## src/rtl/enemy_sprite_scheduler.sv

```systemverilog
// Per-pixel enemy sprite hit test with a shadow/active table pair committed once per frame.
// Define ENEMY_OVERLAP_DETECT_EN to add overlap_out / overlap_frame_out.
module enemy_sprite_scheduler #(
    parameter int NUM_ENEMIES = 8,
    parameter int SPRITE_W    = 16,
    parameter int SPRITE_H    = 16,
    parameter int NUM_TYPES   = 3,
    parameter int COMMIT_LINE = 720,
    localparam int IDX_W  = (NUM_ENEMIES > 1) ? $clog2(NUM_ENEMIES) : 1,
    localparam int ADDR_W = $clog2(SPRITE_W * SPRITE_H * NUM_TYPES),
    localparam int DX_W   = (SPRITE_W > 1) ? $clog2(SPRITE_W) : 1,
    localparam int DY_W   = (SPRITE_H > 1) ? $clog2(SPRITE_H) : 1
) (
    input  logic              pixel_clk_in,
    input  logic              rst_in,
    input  logic [10:0]       hcount_in,
    input  logic [9:0]        vcount_in,
    input  logic              upd_valid_in,
    output logic              upd_ready_out,
    input  logic [IDX_W-1:0]  upd_idx_in,
    input  logic [10:0]       upd_x_in,
    input  logic [9:0]        upd_y_in,
    input  logic [1:0]        upd_type_in,
    input  logic              upd_alive_in,
    output logic              in_sprite_out,
    output logic [ADDR_W-1:0] image_addr_out,
    output logic [IDX_W-1:0]  enemy_id_out,
    output logic              frame_commit_out
`ifdef ENEMY_OVERLAP_DETECT_EN
    ,
    output logic              overlap_out,
    output logic              overlap_frame_out
`endif
);

    localparam logic [NUM_ENEMIES-1:0] ONE_VEC = NUM_ENEMIES'(1);

    logic run_q;

    logic [10:0] shadowX_q     [NUM_ENEMIES];
    logic [9:0]  shadowY_q     [NUM_ENEMIES];
    logic [1:0]  shadowType_q  [NUM_ENEMIES];
    logic        shadowAlive_q [NUM_ENEMIES];
    logic [10:0] activeX_q     [NUM_ENEMIES];
    logic [9:0]  activeY_q     [NUM_ENEMIES];
    logic [1:0]  activeType_q  [NUM_ENEMIES];
    logic        activeAlive_q [NUM_ENEMIES];

    logic [NUM_ENEMIES-1:0] hit_d, hit_q;
    logic [DX_W-1:0]        dx_d     [NUM_ENEMIES];
    logic [DX_W-1:0]        dx_q     [NUM_ENEMIES];
    logic [DY_W-1:0]        dy_d     [NUM_ENEMIES];
    logic [DY_W-1:0]        dy_q     [NUM_ENEMIES];
    logic [1:0]             typeS1_q [NUM_ENEMIES];

    logic              inSprite_d, inSprite_q;
    logic [IDX_W-1:0]  enemyId_d, enemyId_q;
    logic [ADDR_W-1:0] imageAddr_d, imageAddr_q;

    logic       commitCycle;
    logic       updFire;
    logic [1:0] updTypeClamped;

    // Ready drops in the commit cycle so no write can race the shadow->active copy.
    assign commitCycle      = run_q && (hcount_in == 11'd0) && (vcount_in == 10'(COMMIT_LINE));
    assign upd_ready_out    = run_q && !commitCycle;
    assign updFire          = upd_valid_in && upd_ready_out;
    assign frame_commit_out = commitCycle;

    always_comb begin
        updTypeClamped = upd_type_in;
        if (int'(upd_type_in) >= NUM_TYPES) begin
            updTypeClamped = 2'(NUM_TYPES - 1);
        end
    end

    always_ff @(posedge pixel_clk_in or posedge rst_in) begin
        if (rst_in) begin
            run_q <= 1'b0;
            for (int i = 0; i < NUM_ENEMIES; i++) begin
                shadowX_q[i]     <= '0;
                shadowY_q[i]     <= '0;
                shadowType_q[i]  <= '0;
                shadowAlive_q[i] <= 1'b0;
                activeX_q[i]     <= '0;
                activeY_q[i]     <= '0;
                activeType_q[i]  <= '0;
                activeAlive_q[i] <= 1'b0;
            end
        end else begin
            run_q <= 1'b1;
            // Out-of-range indices match no slot, so the handshake completes with no write.
            for (int i = 0; i < NUM_ENEMIES; i++) begin
                if (updFire && (int'(upd_idx_in) == i)) begin
                    shadowX_q[i]     <= upd_x_in;
                    shadowY_q[i]     <= upd_y_in;
                    shadowType_q[i]  <= updTypeClamped;
                    shadowAlive_q[i] <= upd_alive_in;
                end
                if (commitCycle) begin
                    activeX_q[i]     <= shadowX_q[i];
                    activeY_q[i]     <= shadowY_q[i];
                    activeType_q[i]  <= shadowType_q[i];
                    activeAlive_q[i] <= shadowAlive_q[i];
                end
            end
        end
    end

    // Bounds are widened by one bit so sprites near the screen edge cannot wrap into a hit.
    always_comb begin
        hit_d = '0;
        for (int i = 0; i < NUM_ENEMIES; i++) begin
            hit_d[i] = activeAlive_q[i]
                && ({1'b0, hcount_in} >= {1'b0, activeX_q[i]})
                && ({1'b0, hcount_in} < ({1'b0, activeX_q[i]} + 12'(SPRITE_W)))
                && ({1'b0, vcount_in} >= {1'b0, activeY_q[i]})
                && ({1'b0, vcount_in} < ({1'b0, activeY_q[i]} + 11'(SPRITE_H)));
            dx_d[i] = DX_W'(hcount_in - activeX_q[i]);
            dy_d[i] = DY_W'(vcount_in - activeY_q[i]);
        end
    end

    always_ff @(posedge pixel_clk_in or posedge rst_in) begin
        if (rst_in) begin
            hit_q <= '0;
            for (int i = 0; i < NUM_ENEMIES; i++) begin
                dx_q[i]     <= '0;
                dy_q[i]     <= '0;
                typeS1_q[i] <= '0;
            end
        end else begin
            hit_q <= hit_d;
            for (int i = 0; i < NUM_ENEMIES; i++) begin
                dx_q[i]     <= dx_d[i];
                dy_q[i]     <= dy_d[i];
                typeS1_q[i] <= activeType_q[i];
            end
        end
    end

    // Walk from the top index down so the lowest-index hit is the one left standing.
    always_comb begin
        inSprite_d  = |hit_q;
        enemyId_d   = '0;
        imageAddr_d = '0;
        for (int i = NUM_ENEMIES - 1; i >= 0; i--) begin
            if (hit_q[i]) begin
                enemyId_d   = IDX_W'(i);
                imageAddr_d = ADDR_W'(((int'(typeS1_q[i]) * SPRITE_H) + int'(dy_q[i])) * SPRITE_W
                                      + int'(dx_q[i]));
            end
        end
    end

    always_ff @(posedge pixel_clk_in or posedge rst_in) begin
        if (rst_in) begin
            inSprite_q  <= 1'b0;
            enemyId_q   <= '0;
            imageAddr_q <= '0;
        end else begin
            inSprite_q  <= inSprite_d;
            enemyId_q   <= enemyId_d;
            imageAddr_q <= imageAddr_d;
        end
    end

    assign in_sprite_out  = inSprite_q;
    assign enemy_id_out   = enemyId_q;
    assign image_addr_out = imageAddr_q;

`ifdef ENEMY_OVERLAP_DETECT_EN
    logic overlap_d, overlap_q, overlapFrame_q;

    // Clearing the lowest set bit leaves something only when two or more enemies hit.
    assign overlap_d = (hit_q & (hit_q - ONE_VEC)) != '0;

    always_ff @(posedge pixel_clk_in or posedge rst_in) begin
        if (rst_in) begin
            overlap_q      <= 1'b0;
            overlapFrame_q <= 1'b0;
        end else begin
            overlap_q <= overlap_d;
            if (commitCycle) begin
                overlapFrame_q <= 1'b0;
            end else begin
                overlapFrame_q <= overlapFrame_q | overlap_d;
            end
        end
    end

    assign overlap_out       = overlap_q;
    assign overlap_frame_out = overlapFrame_q;
`else
    logic unusedOne;
    assign unusedOne = ^ONE_VEC;
`endif

endmodule
```

## config.mk

```make
export PLATFORM = sky130hd
export DESIGN_NAME = enemy_sprite_scheduler
export DESIGN_NICKNAME = d
export VERILOG_FILES = /design/src/rtl/enemy_sprite_scheduler.sv
export SDC_FILE = /design/constraint.sdc
export NUM_CORES = 1
export LEC_CHECK = 0
export CAP_MARGIN = 40
export CORE_ASPECT_RATIO = 1.5
export CORE_MARGIN = 3
export CORE_UTILIZATION = 32
export CTS_CLUSTER_SIZE = 40
export DETAILED_ROUTE_END_ITERATION = 10
export HOLD_SLACK_MARGIN = 0.05
export PLACE_DENSITY = 0.57
export SYNTH_ARGS = -nofsm -noshare
export SYNTH_HDL_FRONTEND = slang
export SYNTH_SLANG_ARGS = --single-unit
```

## constraint.sdc

```tcl
create_clock -name pixel_clk_in -period 22 [get_ports pixel_clk_in]
set_input_delay 4.4 -clock pixel_clk_in [delete_from_list [all_inputs] [get_ports pixel_clk_in]]
set_output_delay 4.4 -clock pixel_clk_in [all_outputs]
set_load 0.03 [all_outputs]
```

==> metrics.md <==
| Metric | Value |
|---|---|
| Worst hold path type | reg -> reg |
| Most used DFF post-synth | dfrtp_1 |
| Endpoint of the most critical register-to-register path | activeX_q[11] |
| Data required time of the worst path | 17.60 ns |
| Number of ports placed on the die boundary | 67 |
| Vias in the first global route | 19600 |
| GR Overflow Total | 0 |
| CP max-delay cell | buf_4 |
| Data arrival time of the worst path | 8.34 ns |
| Final critical-path share of the clock period | 57.9% |
| Proportion of synthesized chip area in sequential cells | 46.9% |
| Leakage component of the power | 14.2 nW |
| Startpoint kind of the worst setup timing path | input pin |
| CTS H-tree depth | 2 |
| Filler cells | 7805 |
| Signed area change from the synthesized netlist to the final layout | 15.1% |
| Fraction of synthesized cell area in xor and xnor cells | 3.33% |
| Clock sink count | 487 |
| Count of max-cap constraint violations | 0 |
| Library cell used as clock root buffer | clkbuf_16 |
| Number of synthesized register bits | 487 |
| Largest buffer count on any clock path | 3 |
| Met2 Usage GRT | 32.3% |
| Switching share of total power | 24.5% |
| Mapped Cells | 2382 |
| Achievable Freq | 78.5 MHz |
| Critical path endpoint category | primary output |
| Logic pwr share | 9.5% |
| Pre-CTS setup slack | 9.27 ns |
| Compound-cell area share of the yosys netlist | 12.2% |
| Slack of the worst reg-to-reg path | 18.34 ns |
| Routing usage on met1 | 19.9% |
| Startpoint-to-endpoint class of the critical path | in -> out |
| Max IR drop VDD | 0.0534 mV |
| Cell area after synthesis | 26000 µm² |
| Smallest hold slack | 0.362 ns |
| Syn_nets | 2737 |
| Die Y | 355 µm |
| Detailed placement HPWL | 51600 µm |
| Biggest area contributors in the synthesized netlist | dfrtp_1, ha_1, mux2_2 |
| Critical path, cell by cell | clkdlybuf4s50_1 -> nor4_1 -> buf_2 -> nand4_1 -> nor4_4 -> buf_4 -> buf_4 -> nor2b_1 -> clkdlybuf4s50_1 |
| Area of placed instances | 28200 µm² |
| Clock share of power | 42.4% |
| Number of synthesis warnings | 0 |
| Hold EP | typeS1_q[10] |
| Internal power summed over all cells | 1.62 mW |
| Switching power | 0.524 mW |
| Share of layout cells above drive strength 1 | 13.7% |
| Remaining DRCs | 0 |
| Later-pin clock latency in the skew report | 0.61 ns |
| Number of setup violations in the final report | 0 |
| Power, Total | 2.14 mW |
| Reg-to-reg critical path startpoint | run_q |
| Flop pwr share | 48.1% |
| Area of the placeable core | 80200 µm² |
| Count of antenna-violating nets left after detailed routing | 0 |
| Clock tree from TritonCTS | done |
| Post-CTS resize count | 0 |
| Worst clock skew | 0.0170 ns |
| Initial antenna violation count | 2 |
| Count of flip-flops with a built-in enable after synthesis | 0 |
| Via total after detailed routing | 18400 |
| Post-detailed-routing wire length | 73300 µm |
| Die boundary width | 239 µm |
| Result of the run | finished, final reports clean |
| Final standard cell area without fillers | 29900 µm² |
| Routed len/inst | 20.6 µm |
| Area share of fa/ha/maj cells after synthesis | 15.1% |
| Worst Path Max Fanout | 84 |
| Peak per-stage delay on the critical path | 0.73 ns |
| Pins Over Slew Limit | 0 |
| Final weighted congestion in routability-driven placement | 0.874 |
| Fraction of synthesis flops using an asynchronous set or reset pin | 100% |
| Global-route wire length before repair | 113000 µm |
| Number of cells on the worst hold path | 0 |
| Mean Syn Cell Area | 10.9 µm² |
| IO Port Bufs | 66 |
| Largest family of logic cells by synthesized area | adder cells |
| Length of the first detailed-routing pass in iterations | 5 |
| Starting DRT DRC Count | 1077 |
| Die Area | 84800 µm² |
| Library cell with the largest summed area after synthesis | dfrtp_1 |
| Post-CTS setup-driven buffer insertion count | 0 |
| Clock-pin slew of the registers on the worst-case setup and hold paths | 0.06 ns |
| Hold-fix buffers, CTS | 0 |
| Aggregate negative setup slack | 0 ns |
| Max-slew headroom | 37.3% |
| Tot GR Track Use | 17.3% |
| RSZ-0062 raised after global routing | false |
| Pwr per Cell Area | 71.5 nW/µm² |
| Worst Reg2Reg Path Length in Cells | 6 |
| Distinct cell type count of the synthesized netlist | 61 |
| Pin count of the biggest net entering global routing | 141 |
| Number of nets in the final layout | 2834 |
| Final period demand of the worst path | 12.74 ns |
| Number of cell rows | 127 |
| Fraction of synthesized area in multiplexers | 10.1% |
| Via density per instance | 5.17 |
| Met3 track demand over resource in global routing | 2.07% |
| Final hold vios | 0 |
| Worst slew pin tran | 0.940 ns |
| Clock buffer count from CTS | 54 |
| Final Worst Setup Slack | 9.26 ns |
| Synth Area in Simple Gates | 7.89% |
| Starting density of the core | 32.4% |
| Top-area cell type share of the netlist area | 46.9% |
| Most used routing layer | met2 |
| Startpoint of the most critical hold path | activeType_q[10] |
==> stage by stage <==
stage          utilization (%)  cells
3_5_place_dp              35.1   3455
4_1_cts                   37.3   3550
5_1_grt                   37.3   3550
3_3_place_gp              34.9   3444
6_report                  37.3   3552
2_1_floorplan                -   2382
==> kinds of logic (layout without fill, tap and decap cells) <==
group,count (synthesis),after routing
compound gates,515,515
xor+xnor,99,99
fa+ha+maj,304,304
buf+inv,304,440
flops,487,487
mux,234,234
other cells,1,3
simple gates,438,438
==> worst max-delay path by stage <==
| stage | start | endpoint | slack (ns) | cells after the start |
|---|---|---|---|---|
| floorplan | rst_in | activeAlive_q[0] | 4.01 | 1 |
| global placement | hcount_in[3] | upd_ready_out | 8.82 | 8 |
| detailed placement | hcount_in[2] | upd_ready_out | 9.27 | 9 |
| CTS | hcount_in[2] | upd_ready_out | 9.26 | 9 |
| global route | hcount_in[2] | upd_ready_out | 8.97 | 9 |
| finish | hcount_in[2] | upd_ready_out | 9.26 | 9 |
==> critical path, delay by kind of cell <==
kind	cells	cell delay, ns
buffers and inverters	5	2.93
and+or+nand+nor	4	0.96
==> power groups by stage <==
stage               Clock [mW]  Combinational, mW  Sequential (mW)
floorplan                    0              0.133             1.03
global placement             0              0.195             1.04
detailed placement           0              0.206             1.04
CTS                      0.934              0.207             1.03
global route             0.966              0.226             1.04
finish                   0.908              0.202             1.03
==> layer usage <==
| metal | wire, µm | up-vias |
|---|---|---|
| met5 | 0 | - |
| met1 | 29400 | 9346 |
| met2 | 38600 | 330 |
| met3 | 2290 | 145 |
| met4 | 2940 | 0 |
| li1 | - | 8548 |
==> cell usage in the layout, fill, tap and decap left out, types with 8 or more instances in the layout <==
cell type,synthesis,layout
o21ai_0,218,218
o2111ai_1,13,13
a31oi_1,14,14
mux2_1,22,22
mux2_2,210,210
o21a_1,24,24
a211o_1,8,8
xor2_1,8,8
a2111oi_0,11,10
nand4_1,11,11
a211oi_1,15,15
nor2_1,37,36
a21o_1,37,37
a221oi_1,18,18
fa_1,16,16
ha_1,288,288
inv_1,232,231
nand3_1,61,61
nor4_1,8,8
o211ai_1,13,13
a21oi_1,93,93
xnor2_1,91,91
clkinv_2,0,10
nor2b_1,38,38
clkbuf_1,45,13
nor3_1,38,38
dfrtp_1,487,487
and3_1,9,9
buf_4,3,35
nand2b_1,12,11
nand2_1,205,205
o31ai_1,18,18
clkdlybuf4s50_1,0,66
clkbuf_16,0,55
==> flip-flops by register name, indices dropped and copies added (netlist names) <==
name / cells
activeX_q: 88
dy_q: 32
image_addr_out: 10
in_sprite_out: 1
shadowY_q: 80
typeS1_q: 16
enemy_id_out: 3
shadowX_q: 88
run_q: 1
shadowType_q: 16
dx_q: 32
activeAlive_q: 8
hit_q: 8
activeType_q: 16
activeY_q: 80
shadowAlive_q: 8
==> synthesized netlist by cell type, drive strengths merged, types with 3 or more instances <==
master / n
o21ai: 218
o21a: 24
buf: 27
a211oi: 15
o31ai: 18
dfrtp: 487
and3: 9
xnor2: 91
nand4: 11
fa: 16
nor3: 38
nand3: 61
a21o: 37
nand2b: 12
nor3b: 3
nor2: 37
a21boi: 7
a21oi: 93
inv: 232
o221ai: 4
o2111ai: 13
o211ai: 13
ha: 288
a221oi: 18
clkbuf: 45
xor2: 8
mux2: 232
o32ai: 7
a2111oi: 11
nor2b: 38
a31oi: 14
nand2: 205
nor4: 9
or3: 5
a211o: 8
==> final cells by class <==
cell class	instances	area (µm²)	share of cell area [%]
multi-input combinational	1591	12700	42.3
sequential	487	12200	40.7
clock buffer	75	1520	5.08
tap	1032	1290	4.31
timing repair buffer	113	1160	3.86
inverter	232	878	2.93
clock inverter	20	230	0.769
antenna	2	5.00	0.0167
(Power assumes the default switching activity.)
